## src/rtl/imm_extend_pipe.sv

```systemverilog
// Immediate-extension stage: widens an IN_W-bit field to OUT_W bits in one of four modes
// and buffers the results in a DEPTH-entry valid/ready FIFO with a saturating push counter.
module imm_extend_pipe #(
    parameter int IN_W  = 3,
    parameter int OUT_W = 8,
    parameter int DEPTH = 2,
    parameter int CNT_W = 8
) (
    input  logic             clk,
    input  logic             rst,
    input  logic             in_valid,
    output logic             in_ready,
    input  logic [IN_W-1:0]  in_imm,
    input  logic [1:0]       in_mode,
    output logic             out_valid,
    input  logic             out_ready,
    output logic [OUT_W-1:0] out_data,
    output logic             out_err,
    output logic [CNT_W-1:0] xfer_cnt
);
    localparam int PTR_W = (DEPTH > 1) ? $clog2(DEPTH) : 1;
    localparam int CW    = $clog2(DEPTH + 1);
    localparam logic [CW-1:0]    DEPTH_C = CW'(DEPTH);
    localparam logic [PTR_W-1:0] LAST_P  = PTR_W'(DEPTH - 1);

    logic [OUT_W-1:0] data_q [DEPTH];
    logic             err_q  [DEPTH];
    logic [PTR_W-1:0] rd_q, rd_d, wr_q, wr_d;
    logic [CW-1:0]    count_q, count_d;
    logic [CNT_W-1:0] cnt_q, cnt_d;
    logic [OUT_W-1:0] ext_data;
    logic             ext_err;
    logic             push, pop;

    always_comb begin
        ext_data = '0;
        ext_err  = 1'b0;
        case (in_mode)
            2'b00:   ext_data = {{(OUT_W-IN_W){in_imm[IN_W-1]}}, in_imm};
            2'b01:   ext_data = {{(OUT_W-IN_W){1'b0}}, in_imm};
            2'b10:   ext_data = {in_imm, {(OUT_W-IN_W){1'b0}}};
            default: ext_err  = 1'b1;
        endcase
    end

    // in_ready looks only at registered occupancy, so a pop never frees a slot in the same cycle.
    assign in_ready  = (count_q < DEPTH_C);
    assign out_valid = (count_q != '0);
    assign push      = in_valid && in_ready;
    assign pop       = out_valid && out_ready;
    assign out_data  = out_valid ? data_q[rd_q] : '0;
    assign out_err   = out_valid ? err_q[rd_q] : 1'b0;
    assign xfer_cnt  = cnt_q;

    always_comb begin
        rd_d    = rd_q;
        wr_d    = wr_q;
        count_d = count_q;
        cnt_d   = cnt_q;
        if (pop) rd_d = (rd_q == LAST_P) ? '0 : rd_q + PTR_W'(1);
        if (push) begin
            wr_d = (wr_q == LAST_P) ? '0 : wr_q + PTR_W'(1);
            if (cnt_q != '1) cnt_d = cnt_q + CNT_W'(1);
        end
        case ({push, pop})
            2'b10:   count_d = count_q + CW'(1);
            2'b01:   count_d = count_q - CW'(1);
            default: count_d = count_q;
        endcase
    end

    always_ff @(posedge clk) begin
        if (rst) begin
            rd_q    <= '0;
            wr_q    <= '0;
            count_q <= '0;
            cnt_q   <= '0;
        end else begin
            rd_q    <= rd_d;
            wr_q    <= wr_d;
            count_q <= count_d;
            cnt_q   <= cnt_d;
        end
    end

    // Storage needs no reset: entries are unreachable until rewritten.
    always_ff @(posedge clk) begin
        if (push && !rst) begin
            data_q[wr_q] <= ext_data;
            err_q[wr_q]  <= ext_err;
        end
    end
endmodule
```

## config.mk

```make
export PLATFORM = sky130hd
export DESIGN_NAME = imm_extend_pipe
export DESIGN_NICKNAME = d
export VERILOG_FILES = /design/src/rtl/imm_extend_pipe.sv
export SDC_FILE = /design/constraint.sdc
export NUM_CORES = 1
export LEC_CHECK = 0
export CAP_MARGIN = 0
export CORE_MARGIN = 3
export CORE_UTILIZATION = 53
export CTS_CLUSTER_SIZE = 14
export DETAILED_ROUTE_END_ITERATION = 6
export PLACE_DENSITY = 0.91
export SETUP_SLACK_MARGIN = 0.15
export SYNTH_ARGS = -nofsm -noshare
export SYNTH_HDL_FRONTEND = slang
export SYNTH_SLANG_ARGS = --single-unit
```

## constraint.sdc

```tcl
create_clock -name clk -period 3.95 [get_ports clk]
set_input_delay 0.79 -clock clk [delete_from_list [all_inputs] [get_ports clk]]
set_output_delay 0.79 -clock clk [all_outputs]
set_load 0.005 [all_outputs]
```

==> results of run 1 <==
==> final cells by class <==
type | count | area (um^2) | share of cell area (%)
repair buffers | 29 | 285 | 17.3
clock buffers | 6 | 41.3 | 2.51
multi-input cells | 76 | 514 | 31.3
clock inverters | 2 | 10.0 | 0.608
flip-flops and latches | 29 | 741 | 45.0
inverters | 5 | 18.8 | 1.14
well taps | 28 | 35.0 | 2.13
==> registers in the layout, indices dropped and copies added, names as in the netlist, named ones only <==
name and flops:
rd_q 1, wr_q 1, data_q 14, err_q 2, xfer_cnt 8, count_q 2
==> cell families after synthesis <==
group                    count (synthesis)
AO/OA/AOI/OAI                           12
XOR/XNOR                                 6
adder cells (fa/ha/maj)                  2
buffers and inverters                    8
flip-flops                              29
multiplexers                            11
AND/OR/NAND/NOR                         45
==> power groups by stage <==
stage               Clock (uW)  Combinational [uW]  Sequential, uW
floorplan                    0                 173             394
global placement             0                 290             411
detailed placement           0                 303             415
CTS                        177                 304             407
global route               190                 329             414
finish                     170                 299             407
==> per-stage QoR <==
step / utilization (%) / setup slack (ns)
after floorplan: - / 1.78
after global placement: 70.7 / 1.43
after detailed placement: 70.7 / 1.35
after CTS: 73.0 / 1.35
after global routing: 73.0 / 1.22
final: 73.0 / 1.39
==> per-layer routing <==
| metal | up-vias | GRT usage (%) | share of wire [%] |
|---|---|---|---|
| met3 | 2 | 7.48 | 5.7 |
| li1 | 463 | - | - |
| met2 | 27 | 29.7 | 53 |
| met1 | 457 | 21.2 | 41 |
| met5 | - | 0 | 0 |
| met4 | 0 | 7.29 | 0.16 |
==> worst min-delay path, delay by kind of cell, from the launching register on <==
kind             cells  cell delay [ns]
XOR/XNOR             1             0.08
flip-flops           1             0.33
AND/OR/NAND/NOR      1             0.08
==> worst min path at each step <==
| stage | to | slack [ns] | cells past startpoint |
|---|---|---|---|
| 2_1_floorplan | flop | 0.48 | 2 |
| 3_3_place_gp | rd_q$_SDFFE_PP0P_ | 0.50 | 2 |
| 3_5_place_dp | flop | 0.51 | 2 |
| 4_1_cts | flop | 0.53 | 2 |
| 5_1_grt | flop | 0.58 | 2 |
| 6_report | flop | 0.53 | 2 |
==> cells in the final DEF, fill, tap and decap left out, drive strengths merged, types with 3 or more instances in the layout <==
cell / instances
clkdlybuf4s50: 27
nor2: 21
edfxtp: 16
dfxtp: 13
mux2i: 10
clkbuf: 6
a21oi: 5
nor2b: 5
inv: 5
xnor2: 4
nor3: 4
nand2: 3
==> synth_stat cells, types with 3 or more instances <==
cell	instances
edfxtp_1	16
xnor2_1	4
nor3_1	3
inv_1	4
mux2i_1	10
nand2_1	3
nor2_1	20
a21oi_1	5
dfxtp_1	13
nor2b_1	4
==> flow_summary.yaml, run 1 <==
outcome:
  status: "complete, no violations"
flow_run:
  maxCapViolCount: 0
logic_synthesis:
  syn_area_per_cell_um2: 11.4
  ys_ff_latch: 29
  synth_xor_area_share_pct: 4.07
  yosys_warnings: 0
  synth_area_um2: 1290
  muxShareOfSynthArea_pct: 8.63
  mappedNetlistNets: 124
  yosysSeqAreaShare_pct: 57.4
  synth_top_area_share_pct: 37.2
  synth_cell_types: 35
  synth_compound_area_share_pct: 6.69
  synth_flop_cell: "edfxtp_1"
  synth_fa_ha_area_share_pct: 1.94
  postSynthCellCount: 113
  yosys.area_share.simple_pct: 18.5
  synth_top_family_by_area: "simple AND/OR/NAND/NOR gates"
  yosysTopAreaCell: "edfxtp_1"
  synth_area_leaders: "edfxtp_1, dfxtp_1, mux2i_1"
  synth_edf_count: 16
  ys_async_sr_fraction_pct: 0
cells_and_area:
  layout-drive-gt1-share_pct: 11.6
  fin_area_um2: 1650
  final_nets: 157
  antenna_cells: 0
  instances_no_fill: 175
  nFillCells: 175
  syn_to_final_growth_pct: 27.5
timing:
  max_freq_ghz: 0.390
  final_max_slew_viol_count: 0
  setup_violations: 0
  worst-slew-pin-transition_ns: 0.560
  slew_headroom_pct: 62.5
  hold_viol: 0
  rsz0062_at_grt: "false"
  fin_hold_ws_ns: 0.527
  setup_tns_ns: 0
  finalCriticalPeriod_ns: 2.56
  fin_crit_sh_pct: 64.9
  skew_ns: 0.0133
critical_path:
  worstSetupPathType: "flop to primary output"
  r2r_end: "count_q[1]$_SDFFE_PP0P_"
  path_delay_family: "flip-flops"
  worst-path-stages: 3
  worst-r2r-setup-slack_ns: 2.14
  critPathMaxStageDelay_ns: 0.63
  cp-start-kind: "flop"
  cp.required_ns: 3.16
  path_cells: "mux2i_1 > nor2_1 > clkdlybuf4s50_1"
  critPathCapture: "out_data[3]"
  arrival_ns: 1.77
  crit_path_top_delay_cell: "dfxtp_1"
  reg2reg_from: "count_q[1]$_SDFFE_PP0P_"
  cp_max_fo: 8
  ff2ff_path_depth: 5
  critPathBufInv: 1
  endpoint_kind: "primary output"
pwr:
  cellPowerDensity_nw_per_um2: 532
  p_sw_uw: 271
  p_int_uw: 604
  power_frac_comb_pct: 34.1
  seqPwrFrac_pct: 46.5
  p_total_uw: 876
  peakVddDrop_uv: 440
  sw_frac_of_total_pct: 31.0
  power.leakage_uw: 0.000582
  clkPwrFrac_pct: 19.4
global_routing:
  overflow: 0
  grt_pass1_wl_um: 4280
  grtUsageTotal_pct: 18.2
  antenna_found_initial: 0
  grt_pass1_vias: 909
  grt_max_degree: 17
clock_tree:
  numCtsBuffers: 5
  h-tree-depth: 2
  clockBufferDepth: 2
  numClockSinks: 29
  path_clk_slew_ns: 0.09
  post_cts_buffers: 0
  cts_tree: "built"
  cts_resized: 0
  cts_hold_buf: 0
  clkLatencyLatePin_ns: 0.33
  cts_root_buf: "clkbuf_4"
route:
  wl_per_cell_um: 14.6
  dr_total_vias: 949
  drc: 0
  vias_per_cell: 5.42
  ant_nets: 0
  drt_first_pass_iters: 4
  drtIter0Drc: 36
  wirelength_um: 2560
die:
  ios: 28
  start_util_pct: 57.2
  dieWidth_um: 55.3
  num_rows: 17
  die_area_um2: 3060
  die_h_um: 55.3
  core_um2: 2250
placed_design:
  io_buffers: 27
  gp_congestion: 0.852
  place_area_um2: 1590
  dp.cells: 167
  dp_hpwl_um: 1830
min_path:
  hold_start: "rd_q$_SDFFE_PP0P_"
  hold_path.class: "flop to flop"
(Power assumes the default switching activity.)
==> run 2, diff against run 1 <==
- CORE_UTILIZATION: 53 -> 49
- PLACE_DENSITY: 0.91 -> 0.86
- clock period: 3.95 -> 2.6 ns (I/O delays scaled with it)
==> flow_summary.yaml, run 2 (same netlist as run 1, synthesis figures left out) <==
placed_design:
  pre_cts_slack_ns: 0.314
  gp_congestion: 0.845
  dp_hpwl_um: 1890
  io_buffers: 27
  place_area_um2: 1600
route:
  drt_first_pass_iters: 4
  drtIter0Drc: 32
  drt-met1-wl_um: 1080
  wl_per_cell_um: 14.4
  ant_nets: 0
  routed-wl-met3_um: 157
  dr_total_vias: 940
  drc: 0
  vias_per_cell: 5.34
  wl_met2_um: 1260
  wirelength_um: 2530
  dr.max_layer_used: "met4"
timing:
  fin_crit_sh_pct: 85.8
  slew_headroom_pct: 69.4
  rsz0062_at_grt: "false"
  max_freq_ghz: 0.448
  finalCriticalPeriod_ns: 2.23
  fin_hold_ws_ns: 0.538
  setup_tns_ns: 0
  hold_viol: 0
  skew_ns: 0.00955
  setup_violations: 0
  finalWorstSetupSlack_ns: 0.369
  worst-slew-pin-transition_ns: 0.459
  final_max_slew_viol_count: 0
die:
  start_util_pct: 54.6
  num_rows: 17
  die_area_um2: 3280
  die_h_um: 57.3
  dieWidth_um: 57.3
  ios: 28
  core_um2: 2360
cells_and_area:
  largest_reg_flops: 14
  final_nets: 158
  layout-drive-gt1-share_pct: 12.2
  final_common_cell: "clkdlybuf4s50_1"
  nFillCells: 175
  syn_to_final_growth_pct: 28.8
  largest_register: "data_q"
  fin_area_um2: 1660
  layout_common_cells: "clkdlybuf4s50_1, nor2_1, edfxtp_1"
  antenna_cells: 0
critical_path:
  cp.required_ns: 2.08
  cp-start-kind: "flop"
  cp_max_fo: 8
  endpoint_kind: "primary output"
  arrival_ns: 1.71
  worstSetupPathType: "flop to primary output"
global_routing:
  grt_pass1_wl_um: 4370
  overflow: 0
  antenna_found_initial: 0
  grtUsageTotal_pct: 17.8
  grt_pass1_vias: 914
  grt_max_degree: 11
pwr:
  p_total_uw: 1350
  sw_frac_of_total_pct: 30.3
  power.leakage_uw: 0.000590
  seqPwrFrac_pct: 45.9
  cellPowerDensity_nw_per_um2: 815
  p_sw_uw: 410
  power_frac_comb_pct: 33.6
  p_int_uw: 943
  clkPwrFrac_pct: 20.5
  peakVddDrop_uv: 655
clock_tree:
  numCtsBuffers: 5
  cts_hold_buf: 0
  clkLatencyLatePin_ns: 0.32
  cts_resized: 0
  post_cts_buffers: 0
  path_clk_slew_ns: 0.09
  numClockSinks: 29
  clockBufferDepth: 2
  h-tree-depth: 2
  cts_root_buf: "clkbuf_4"
  cts_tree: "built"
flow_run:
  maxCapViolCount: 0
min_path:
  hold_path.class: "flop to flop"
outcome:
  status: "complete, no violations"
run 2: cell count changes in the layout (fill, tap and decap cells not counted), sizes merged:
cell,before,now
buf,2,3
run 2: path summary, 6_finish.rpt:
path,startpoint,endpoint,slack [ns],cells after the start
max,flop,out_data[3],0.37,3
min,rd_q$_SDFFE_PP0P_,flop,0.54,2
max reg2reg,count_q[1]$_SDFFE_PP0P_,count_q[1]$_SDFFE_PP0P_,0.79,5
min reg2reg,rd_q$_SDFFE_PP0P_,flop,0.54,2
run 2: power by group through the flow:
stage	Sequential [uW]	Combinational, uW	Clock, uW
2_1_floorplan	598	263	0
3_5_place_dp	631	458	0
6_report	621	455	277
5_1_grt	631	500	308
4_1_cts	621	460	287
3_3_place_gp	626	443	0
run 2: cell type report:
| class | count | area (um^2) | area share [%] |
|---|---|---|---|
| flip-flops and latches | 29 | 741 | 44.6 |
| repair buffers | 30 | 293 | 17.6 |
| inverters | 5 | 18.8 | 1.13 |
| multi-input cells | 76 | 514 | 30.9 |
| clock buffers | 6 | 51.3 | 3.09 |
| well taps | 28 | 35.0 | 2.11 |
| clock inverters | 2 | 8.76 | 0.527 |
run 2: per-layer routing:
metal  vias up  global-route usage, %
li1        468                      -
met1       439                   22.4
met2        30                   28.4
met3         3                   6.33
met4         0                   5.96
met5         -                      0
run 2: critical path, stage by stage, from the launching register on:
cell and delay [ns]:
dfxtp_1 0.61, mux2i_1 0.13, nor2_1 0.13, clkdlybuf4s50_1 0.52
run 2: per-stage QoR:
step                      cells  util [%]
after global routing        176      70.4
after CTS                   176      70.4
final                       176      70.4
after floorplan             113         -
after detailed placement    168      67.8
after global placement      168      67.8
==> run 3, diff against run 2 <==
- PLACE_DENSITY: 0.86 -> 0.78
- clock period: 2.6 -> 2.15 ns (I/O delays scaled with it)
==> flow_summary.yaml, run 3 (same netlist as run 1, synthesis figures left out) <==
timing:
  setup_tns_ns: 0
  hold_viol: 0
  max_freq_ghz: 0.519
  finalCriticalPeriod_ns: 1.93
  setup_violations: 0
  skew_ns: 0.00641
  slew_headroom_pct: 80.7
  rsz0062_at_grt: "false"
  worst-slew-pin-transition_ns: 0.289
  final_max_slew_viol_count: 0
  fin_crit_sh_pct: 89.5
flow_run:
  maxCapViolCount: 0
critical_path:
  endpoint_kind: "primary output"
  path_delay_family: "buffers and inverters"
  cp.required_ns: 1.72
  cp-start-kind: "flop"
  worst-r2r-setup-slack_ns: 0.53
  worst-path-stages: 3
  critPathMaxStageDelay_ns: 0.51
  crit_path_top_delay_cell: "clkdlybuf4s50_1"
  ff2ff_path_depth: 5
  arrival_ns: 1.50
  worstSetupPathType: "flop to primary output"
  critPathBufInv: 1
  cp_max_fo: 8
  path_cells: "mux2i_1 > nor2_1 > clkdlybuf4s50_1"
die:
  start_util_pct: 54.6
  ios: 28
  die_h_um: 57.3
  dieWidth_um: 57.3
  die_area_um2: 3280
  core_um2: 2360
  num_rows: 17
pwr:
  clkPwrFrac_pct: 19.5
  power_frac_comb_pct: 34.7
  seqPwrFrac_pct: 45.7
  sw_frac_of_total_pct: 31.5
  p_sw_uw: 526
  power.leakage_uw: 0.000669
  p_total_uw: 1670
  cellPowerDensity_nw_per_um2: 978
  peakVddDrop_uv: 706
  p_int_uw: 1140
cells_and_area:
  layout_common_cells: "clkdlybuf4s50_1, nor2_1, edfxtp_1"
  layout-drive-gt1-share_pct: 17.2
  nFillCells: 175
  largest_reg_flops: 14
  final_nets: 161
  syn_to_final_growth_pct: 32.1
  fin_area_um2: 1700
  instances_no_fill: 179
  final_common_cell: "clkdlybuf4s50_1"
  utilization_pct: 72.2
  antenna_cells: 0
  largest_register: "data_q"
min_path:
  min_path_cells: 2
  hold_path.class: "flop to flop"
route:
  wirelength_um: 2620
  ant_nets: 0
  drt_first_pass_iters: 4
  dr_total_vias: 947
  wl_per_cell_um: 14.6
  vias_per_cell: 5.29
  drc: 0
  drtIter0Drc: 36
clock_tree:
  clkLatencyLatePin_ns: 0.34
  cts_hold_buf: 0
  cts_tree: "built"
  cts_root_buf: "clkbuf_4"
  numCtsBuffers: 5
  numClockSinks: 29
  clockBufferDepth: 2
  path_clk_slew_ns: 0.09
  h-tree-depth: 2
global_routing:
  grt_pass1_wl_um: 4240
  antenna_found_initial: 0
  grtUsageTotal_pct: 17.6
  overflow: 0
  grt_max_degree: 15
  grt_pass1_vias: 940
placed_design:
  dp_hpwl_um: 1840
  io_buffers: 27
  dp.cells: 169
  gp_congestion: 0.850
  place_area_um2: 1610
outcome:
  status: "complete, no violations"
==> run 3: cell count changes in the layout (fill, tap and decap cells not counted), moves of 2 or more <==
cell and delta:
clkdlybuf4s50_1 -4, dlymetal6s2s_1 +4, buf_4 +3, dfxtp_1 -3
dfxtp_2 +2
==> run 3: power groups by stage <==
stage | logic [uW] | registers [uW] | clock network [uW]
final | 579 | 762 | 326
after global placement | 545 | 755 | 0
after detailed placement | 560 | 759 | 0
after floorplan | 318 | 723 | 0
after global routing | 636 | 773 | 363
after CTS | 570 | 759 | 337
==> run 3: routing by layer <==
metal  wire, um  vias to the layer above  global-route usage (%)
li1           -                      469                       -
met4         61                        0                    9.60
met1       1160                      439                    20.4
met2       1240                       32                    28.2
met3        167                        7                    6.56
met5          0                        -                       0
==> run 3: worst paths after layout <==
kind / endpoint / from
setup / recovery: out_data[5] / flop
hold / removal: count_q[1]$_SDFFE_PP0P_ / count_q[1]$_SDFFE_PP0P_
setup reg to reg: count_q[1]$_SDFFE_PP0P_ / count_q[0]$_SDFFE_PP0P_
hold reg to reg: count_q[1]$_SDFFE_PP0P_ / count_q[1]$_SDFFE_PP0P_
==> run 3: worst min-delay path: stages (launching register included) <==
cell and delay, ns:
dfxtp_2 0.36, o21ai_0 0.08, a21oi_1 0.06
==> run 3: per-stage QoR <==
| step | hold slack (ns) | setup WS, ns |
|---|---|---|
| after floorplan | 0.481 | 0.343 |
| after global placement | 0.504 | 0.120 |
| after detailed placement | 0.516 | 0.0609 |
| after CTS | 0.544 | 0.170 |
| after global routing | 0.578 | 0.159 |
| final | 0.542 | 0.225 |
==> run 3: final cells by class <==
type | instances | area, um^2 | share of cell area [%]
Multi-Input combinational cell | 76 | 523 | 30.7
Clock inverter | 3 | 17.5 | 1.03
Inverter | 5 | 18.8 | 1.10
Sequential cell | 29 | 747 | 43.8
Tap cell | 28 | 35.0 | 2.06
Timing Repair Buffer | 33 | 325 | 19.1
Clock buffer | 5 | 37.5 | 2.20
==> run 3: repair_timing <==
| action | in CTS | in global routing |
|---|---|---|
| pin swaps | 0 | 1 |
| buffers inserted | 0 | 2 |
| endpoints found under the setup margin | 10 | 7 |
| resized for setup | 4 | 6 |
